## src/rtl/dmem_arb_pkg.sv

```systemverilog
// rtl/dmem_arb_pkg.sv - shared types and constants for the data-memory arbiter
package dmem_arb_pkg;

   typedef enum logic {
      IDLE = 1'b0,
      RD   = 1'b1
   } arb_state_t;

   localparam logic P_CPU  = 1'b0;
   localparam logic P_SPU  = 1'b1;
   localparam int   RD_LAT = 1;

endpackage

```

## src/rtl/dmem_arb_if.sv

```systemverilog
// rtl/dmem_arb_if.sv - requester and data-memory bundle between the two ports and the arbiter
interface dmem_arb_if #(
   parameter int ADDR_W = 32,
   parameter int DATA_W = 32
);

   logic              p0_en;
   logic              p0_wr;
   logic [ADDR_W-1:0] p0_addr;
   logic [DATA_W-1:0] p0_wdata;
   logic [DATA_W-1:0] p0_rdata;
   logic              p0_stall;

   logic              p1_en;
   logic              p1_wr;
   logic [ADDR_W-1:0] p1_addr;
   logic [DATA_W-1:0] p1_wdata;
   logic [DATA_W-1:0] p1_rdata;
   logic              p1_stall;

   logic              data_mem_en;
   logic              data_mem_wr;
   logic [ADDR_W-1:0] data_mem_addr;
   logic [DATA_W-1:0] data_mem_write_data;
   logic [DATA_W-1:0] data_mem_data;

   modport slave (
      input  p0_en, p0_wr, p0_addr, p0_wdata,
      input  p1_en, p1_wr, p1_addr, p1_wdata,
      output p0_rdata, p0_stall, p1_rdata, p1_stall,
      output data_mem_en, data_mem_wr, data_mem_addr, data_mem_write_data,
      input  data_mem_data
   );

   modport master (
      output p0_en, p0_wr, p0_addr, p0_wdata,
      output p1_en, p1_wr, p1_addr, p1_wdata,
      input  p0_rdata, p0_stall, p1_rdata, p1_stall,
      input  data_mem_en, data_mem_wr, data_mem_addr, data_mem_write_data,
      output data_mem_data
   );

endinterface

```

## src/rtl/rr_arb2.sv

```systemverilog
// rtl/rr_arb2.sv - combinational two-way round-robin picker
module rr_arb2
   import dmem_arb_pkg::*;
(
   input  logic [1:0] req,
   input  logic       last,
   output logic       gnt_valid,
   output logic       gnt_id
);

   // Contention goes to the port that was not granted last; a lone requester always wins
   always_comb begin
      gnt_valid = |req;
      gnt_id    = P_CPU;
      if (req == 2'b11) begin
         gnt_id = ~last;
      end else if (req[1]) begin
         gnt_id = P_SPU;
      end
   end

endmodule

```

## src/rtl/dmem_arbiter.sv

```systemverilog
// rtl/dmem_arbiter.sv - round-robin sharing of the single-port data memory between CPU and SPU
module dmem_arbiter
   import dmem_arb_pkg::*;
#(
   parameter int ADDR_W = 32,
   parameter int DATA_W = 32,
   parameter int CNT_W  = 16
) (
   input  logic             clk,
   input  logic             rst,
   dmem_arb_if.slave        bus,
   output logic [CNT_W-1:0] conflict_cnt
);

   arb_state_t        state_q;
   arb_state_t        state_d;
   logic              owner_q;
   logic              owner_d;
   logic              last_q;
   logic              last_d;

   logic [1:0]        req;
   logic              gnt_valid;
   logic              gnt_id;
   logic              gnt_wr;
   logic              sel_id;
   logic              mem_en;
   logic              mem_wr;
   logic              stall0;
   logic              stall1;
   logic [ADDR_W-1:0] sel_addr;
   logic [DATA_W-1:0] sel_wdata;

   assign req = {bus.p1_en, bus.p0_en};

   rr_arb2 u_rr_arb2 (
      .req       (req),
      .last      (last_q),
      .gnt_valid (gnt_valid),
      .gnt_id    (gnt_id)
   );

   assign gnt_wr    = (gnt_id == P_SPU) ? bus.p1_wr    : bus.p0_wr;
   assign sel_addr  = (sel_id == P_SPU) ? bus.p1_addr  : bus.p0_addr;
   assign sel_wdata = (sel_id == P_SPU) ? bus.p1_wdata : bus.p0_wdata;

   assign bus.data_mem_en         = mem_en;
   assign bus.data_mem_wr         = mem_wr;
   assign bus.data_mem_addr       = sel_addr;
   assign bus.data_mem_write_data = sel_wdata;
   assign bus.p0_stall            = stall0;
   assign bus.p1_stall            = stall1;
   // Read data is broadcast unqualified; only the completing port's copy is meaningful
   assign bus.p0_rdata            = bus.data_mem_data;
   assign bus.p1_rdata            = bus.data_mem_data;

   // Next state, memory drive and stalls; everything idles while reset is held
   always_comb begin
      state_d = state_q;
      owner_d = owner_q;
      last_d  = last_q;
      sel_id  = P_CPU;
      mem_en  = 1'b0;
      mem_wr  = 1'b0;
      stall0  = 1'b0;
      stall1  = 1'b0;
      if (!rst) begin
         case (state_q)
            IDLE: begin
               if (gnt_valid) begin
                  sel_id = gnt_id;
                  mem_en = 1'b1;
                  mem_wr = gnt_wr;
                  last_d = gnt_id;
                  // A write completes now; a read holds its owner for the data cycle
                  if (!gnt_wr) begin
                     state_d = RD;
                     owner_d = gnt_id;
                  end
                  if (gnt_id == P_SPU) begin
                     stall0 = bus.p0_en;
                     stall1 = ~gnt_wr;
                  end else begin
                     stall0 = ~gnt_wr;
                     stall1 = bus.p1_en;
                  end
               end
            end
            RD: begin
               // Keep re-presenting the owner's read while the memory returns its data
               sel_id  = owner_q;
               mem_en  = 1'b1;
               mem_wr  = 1'b0;
               stall0  = (owner_q == P_SPU) ? bus.p0_en : 1'b0;
               stall1  = (owner_q == P_SPU) ? 1'b0 : bus.p1_en;
               state_d = IDLE;
            end
            default: begin
               state_d = IDLE;
            end
         endcase
      end
   end

   // State, grant history and saturating contention counter
   always_ff @(posedge clk) begin
      if (rst) begin
         state_q      <= IDLE;
         owner_q      <= P_CPU;
         last_q       <= P_SPU;
         conflict_cnt <= '0;
      end else begin
         state_q <= state_d;
         owner_q <= owner_d;
         last_q  <= last_d;
         if (bus.p0_en && bus.p1_en && (conflict_cnt != '1)) begin
            conflict_cnt <= conflict_cnt + CNT_W'(1);
         end
      end
   end

endmodule

```

## src/flat_wrapper.sv

```systemverilog
// flat-port wrapper written by rule: the top's interface ports become plain ports
module dmem_arbiter_flat import dmem_arb_pkg::*;
#(
   parameter int ADDR_W = 32,
   parameter int DATA_W = 32,
   parameter int CNT_W  = 16
)
  (clk, rst, conflict_cnt, bus_p0_en, bus_p0_wr, bus_p0_addr, bus_p0_wdata, bus_p1_en, bus_p1_wr, bus_p1_addr, bus_p1_wdata, bus_p0_rdata, bus_p0_stall, bus_p1_rdata, bus_p1_stall, bus_data_mem_en, bus_data_mem_wr, bus_data_mem_addr, bus_data_mem_write_data, bus_data_mem_data);
  dmem_arb_if #(.ADDR_W(ADDR_W), .DATA_W(DATA_W)) bus_i ();
  input  logic clk;
  input  logic rst;
  output logic [CNT_W-1:0] conflict_cnt;
  input wire logic [$bits(bus_i.p0_en)-1:0] bus_p0_en;
  input wire logic [$bits(bus_i.p0_wr)-1:0] bus_p0_wr;
  input wire logic [$bits(bus_i.p0_addr)-1:0] bus_p0_addr;
  input wire logic [$bits(bus_i.p0_wdata)-1:0] bus_p0_wdata;
  input wire logic [$bits(bus_i.p1_en)-1:0] bus_p1_en;
  input wire logic [$bits(bus_i.p1_wr)-1:0] bus_p1_wr;
  input wire logic [$bits(bus_i.p1_addr)-1:0] bus_p1_addr;
  input wire logic [$bits(bus_i.p1_wdata)-1:0] bus_p1_wdata;
  output wire logic [$bits(bus_i.p0_rdata)-1:0] bus_p0_rdata;
  output wire logic [$bits(bus_i.p0_stall)-1:0] bus_p0_stall;
  output wire logic [$bits(bus_i.p1_rdata)-1:0] bus_p1_rdata;
  output wire logic [$bits(bus_i.p1_stall)-1:0] bus_p1_stall;
  output wire logic [$bits(bus_i.data_mem_en)-1:0] bus_data_mem_en;
  output wire logic [$bits(bus_i.data_mem_wr)-1:0] bus_data_mem_wr;
  output wire logic [$bits(bus_i.data_mem_addr)-1:0] bus_data_mem_addr;
  output wire logic [$bits(bus_i.data_mem_write_data)-1:0] bus_data_mem_write_data;
  input wire logic [$bits(bus_i.data_mem_data)-1:0] bus_data_mem_data;
  assign bus_i.p0_en = bus_p0_en;
  assign bus_i.p0_wr = bus_p0_wr;
  assign bus_i.p0_addr = bus_p0_addr;
  assign bus_i.p0_wdata = bus_p0_wdata;
  assign bus_i.p1_en = bus_p1_en;
  assign bus_i.p1_wr = bus_p1_wr;
  assign bus_i.p1_addr = bus_p1_addr;
  assign bus_i.p1_wdata = bus_p1_wdata;
  assign bus_p0_rdata = bus_i.p0_rdata;
  assign bus_p0_stall = bus_i.p0_stall;
  assign bus_p1_rdata = bus_i.p1_rdata;
  assign bus_p1_stall = bus_i.p1_stall;
  assign bus_data_mem_en = bus_i.data_mem_en;
  assign bus_data_mem_wr = bus_i.data_mem_wr;
  assign bus_data_mem_addr = bus_i.data_mem_addr;
  assign bus_data_mem_write_data = bus_i.data_mem_write_data;
  assign bus_i.data_mem_data = bus_data_mem_data;
  dmem_arbiter #(.ADDR_W(ADDR_W), .DATA_W(DATA_W), .CNT_W(CNT_W)) u_core (.clk(clk), .rst(rst), .bus(bus_i), .conflict_cnt(conflict_cnt));
endmodule
```

## config.mk

```make
export PLATFORM = sky130hd
export DESIGN_NAME = dmem_arbiter_flat
export DESIGN_NICKNAME = d
export VERILOG_FILES = /design/src/rtl/dmem_arb_pkg.sv /design/src/rtl/dmem_arb_if.sv /design/src/rtl/rr_arb2.sv /design/src/rtl/dmem_arbiter.sv /design/src/flat_wrapper.sv
export SDC_FILE = /design/constraint.sdc
export NUM_CORES = 1
export LEC_CHECK = 0
export BUFFER_PORTS_ARGS = -buffer_cell sky130_fd_sc_hd__buf_2
export CAP_MARGIN = 25
export CORE_AREA = 8 8 116 118
export DETAILED_ROUTE_END_ITERATION = 8
export DIE_AREA = 0 0 124 126
export GPL_TIMING_DRIVEN = 0
export MAX_ROUTING_LAYER = met4
export SLEW_MARGIN = 30
export SYNTH_ARGS = -nofsm -noshare
export SYNTH_HDL_FRONTEND = slang
export SYNTH_HIERARCHICAL = 1
export SYNTH_SLANG_ARGS = --single-unit
```

## constraint.sdc

```tcl
create_clock -name clk -period 1.95 [get_ports clk]
set_clock_uncertainty 0.2 [all_clocks]
set_input_delay 0.0975 -clock clk [delete_from_list [all_inputs] [get_ports clk]]
set_output_delay 0.0975 -clock clk [all_outputs]
set_load 0.05 [all_outputs]
```

==> flow_summary.toml <==
[routing]
drt_iter0_markers = 77
dr_total_vias = 3090
wl_per_cell_um = 18.95
drt_first_pass_iters = 4
vias_per_cell = 4.322
drt.antenna.violating_nets = 0
drc = 0
routed_wl_mm = 13.55

[power]
powerDensity_mw_per_mm2 = 486.0
p_leak_nw = 2.606
peakVddDrop_uv = 295.8

[logic_synthesis]
syn-num-nets = 428
synth_cell_types = 47
yosysWarnings = 6
ys_ff_latch = 19
synth_area_per_cell_um2 = 9.947
ys_seq_area_share_pct = 14.65
syn_inst = 261
synthFlopType = "dfxtp_1"
async_flop_share_pct = 0
syn_area_mm2 = 0.002596
synth_edf_count = 0

[sta]
fin_ws_ns = -0.4031
maxSlewViolCount = 0
finalHoldViolations = 0
tns_ns = -23.94
post-route-period-util_pct = 120.7
worstMarginPinSlew_ns = 0.5766
relSlewSlack_pct = 61.56
rsz0062_at_grt = "true"
fin_crit_ns = 2.353
max_freq_ghz = 0.4250
finalSetupViolCount = 64

[floorplanning]
die-area_mm2 = 0.01562
num_rows = 40
die_h_um = 126
fp.dieW_um = 124
start_util_pct = 22.17
core_mm2 = 0.01171
ioPinCount = 314

[hold_path]
hold_class = "in -> reg"

[clocking]
cts-root-buf = "clkbuf_16"
cts_max_level = 1
cts_tree = "built"
cts.clk_slew.worst_paths_ns = 0.06
clk_latency_ns = 0.25
cts_sinks = 19
cts_max_path_buffers = 2
cts_buffers = 3

[final_layout]
final_util_pct = 43.29
fillers = 1094
final_nets = 731
drive_above_1_share_pct = 84.01
areaGrowthSynthToFinish_pct = 95.28

[critical_path]
worstReg2RegEnd = "u_core/conflict_cnt[8]"
worst-path-buf-inv = 4
path_class = "reg -> out"
required_ns = 1.65
critPathMaxStageDelay_ns = 0.32
setup.worst_path.end = "bus_data_mem_addr[29]"
path_cells = "a21boi_2 -> inv_2 -> or2_4 -> a21oi_4 -> clkbuf_16 -> clkbuf_16 -> mux2_4 -> buf_6"
arrival_ns = 2.06
reg2reg_depth = 6
r2r_start = "u_core/conflict_cnt[1]"
crit_fanout = 5
rrSetupSlack_ns = 0.02
crit_start = "u_core/last_q"
endpoint_kind = "primary output"
cpMostUsedCell = "clkbuf_16"
start_kind = "register"
crit_cells = 8
critPathSlowestCell = "dfxtp_2"
cp_top_family = "buffers and inverters"

[status]
outcome = "finished with violations"
failed_checks = "negative setup slack"

[global_route]
overflow = 0
grt_pass1_wl_mm = 18.35
antenna_found_initial = 5
grt_pass1_vias = 3108
grt_max_degree = 12
track_usage_pct = 15.18

[flow_run]
drv_cap = 0

[place]
dp_slack_ns = -0.5125
gp_congestion = 0.8297
port-buffer-count = 280
dp_hpwl_mm = 11.25
-- final cells by class --
type / instances / area (um^2) / share of cell area [%]
Multi-Input combinational cell: 163 / 1712 / 33.76
Sequential cell: 19 / 406.6 / 8.021
Buffer: 74 / 620.6 / 12.24
Tap cell: 147 / 183.9 / 3.628
Timing Repair Buffer: 298 / 2036 / 40.15
Clock buffer: 3 / 75.07 / 1.481
Inverter: 5 / 18.77 / 0.3702
Clock inverter: 1 / 5.005 / 0.09872
Antenna cell: 5 / 12.51 / 0.2468
-- synth_stat cells (2+ instances only) --
library cell,n,area (um^2)
nand2b_1,3,18.77
nor3_1,5,25.02
mux2_4,60,900.9
or3_1,2,12.51
nor2_1,11,41.29
or4_1,5,37.54
a21oi_1,12,60.06
a31oi_1,3,18.77
nand3_1,3,15.01
mux2i_1,2,20.02
buf_8,6,90.09
buf_4,64,480.5
and4b_1,2,20.02
dfxtp_1,19,380.4
nand4_1,3,18.77
clkbuf_1,2,7.510
a211oi_1,4,30.03
o21ai_0,6,30.03
mux2_2,5,56.30
nand2_1,7,26.28
inv_1,5,18.77
or2_1,2,12.51
o31ai_1,6,45.04
-- per-stage QoR --
step / power, mW / cells / hold WS (ns) / area, um^2
floorplan: 1.479 / 261 / 0.1140 / 2664
global placement: 1.806 / 688 / 0.2080 / 4249
detailed placement: 1.815 / 688 / 0.2100 / 4249
CTS: 2.432 / 699 / 0.01363 / 4866
global route: 2.558 / 715 / 0.03128 / 5070
finish: 2.464 / 715 / 0.02355 / 5070
-- cell usage in the layout (no fill, tap or decap), drive strengths merged, types with 2 or more instances in the layout --
| master | n |
|---|---|
| or3 | 2 |
| nor2 | 11 |
| buf | 367 |
| mux2 | 65 |
| or4 | 5 |
| and4b | 2 |
| a21oi | 13 |
| inv | 5 |
| nand2b | 4 |
| a211oi | 4 |
| nand3 | 4 |
| nand4 | 4 |
| o31ai | 6 |
| nor3 | 5 |
| o21ai | 6 |
| diode | 5 |
| mux2i | 2 |
| dfxtp | 19 |
| a31oi | 3 |
| clkbuf | 7 |
| nor4 | 3 |
| nand2 | 7 |
| or2 | 4 |
-- worst min-delay path, stage by stage --
cell	delay, ns
buf_2	0.10
o21ai_0	0.09
a21oi_1	0.14
-- how the worst min path moves through the flow --
stage	from	to	slack, ns	cells after the start
6_report	bus_p0_wr	u_core/owner_q	0.02	3
5_1_grt	bus_p0_wr	u_core/state_q	0.03	3
4_1_cts	bus_p0_wr	u_core/state_q	0.01	3
3_5_place_dp	rst	u_core/conflict_cnt[2]	0.21	2
3_3_place_gp	rst	u_core/conflict_cnt[2]	0.21	2
2_1_floorplan	bus_p0_wr	u_core/owner_q	0.11	2
-- power breakdown --
group	internal, mW	switching, mW	leakage, nW
clock	0.275	0.146	0.0409
combinational	0.683	0.957	2.40
sequential	0.394	0.00915	0.161
-- layer usage --
layer / GRT usage [%] / up-vias / wire [um]
li1: - / 1497 / -
met1: 15.27 / 1447 / 4752
met2: 28.84 / 136 / 7477
met3: 2.726 / 10 / 1092
met4: 4.272 / 0 / 227
met5: - / - / 0
-- flip-flops by register name, summed over array words and instances, names as in the netlist --
name                 cells
u_core/owner_q           1
u_core/conflict_cnt     16
u_core/state_q           1
u_core/last_q            1
-- cells by family (layout without fill, tap and decap cells) --
kind of cell               count (synthesis)  count (layout)  synth area share, %
DFF                                       19              19                14.65
and+or+nand+nor                           58              58                14.51
muxes                                     67              67                37.64
adders and majority gates                  1               1               0.4819
other                                      0               5                    0
AOI/OAI and AO/OA                         37              37                9.350
buffers and inverters                     79             381                23.37
-- repair_timing --
action                                  CTS  global route
endpoints found under the hold margin     1             0
gates resized for setup                 143            18
pin swaps                                 3             9
buffers inserted                          5            10
endpoints found under the setup margin   67            72
hold buffers                              1             0
gates cloned                              1             2
Note: power is estimated with default switching activity, not from simulation.
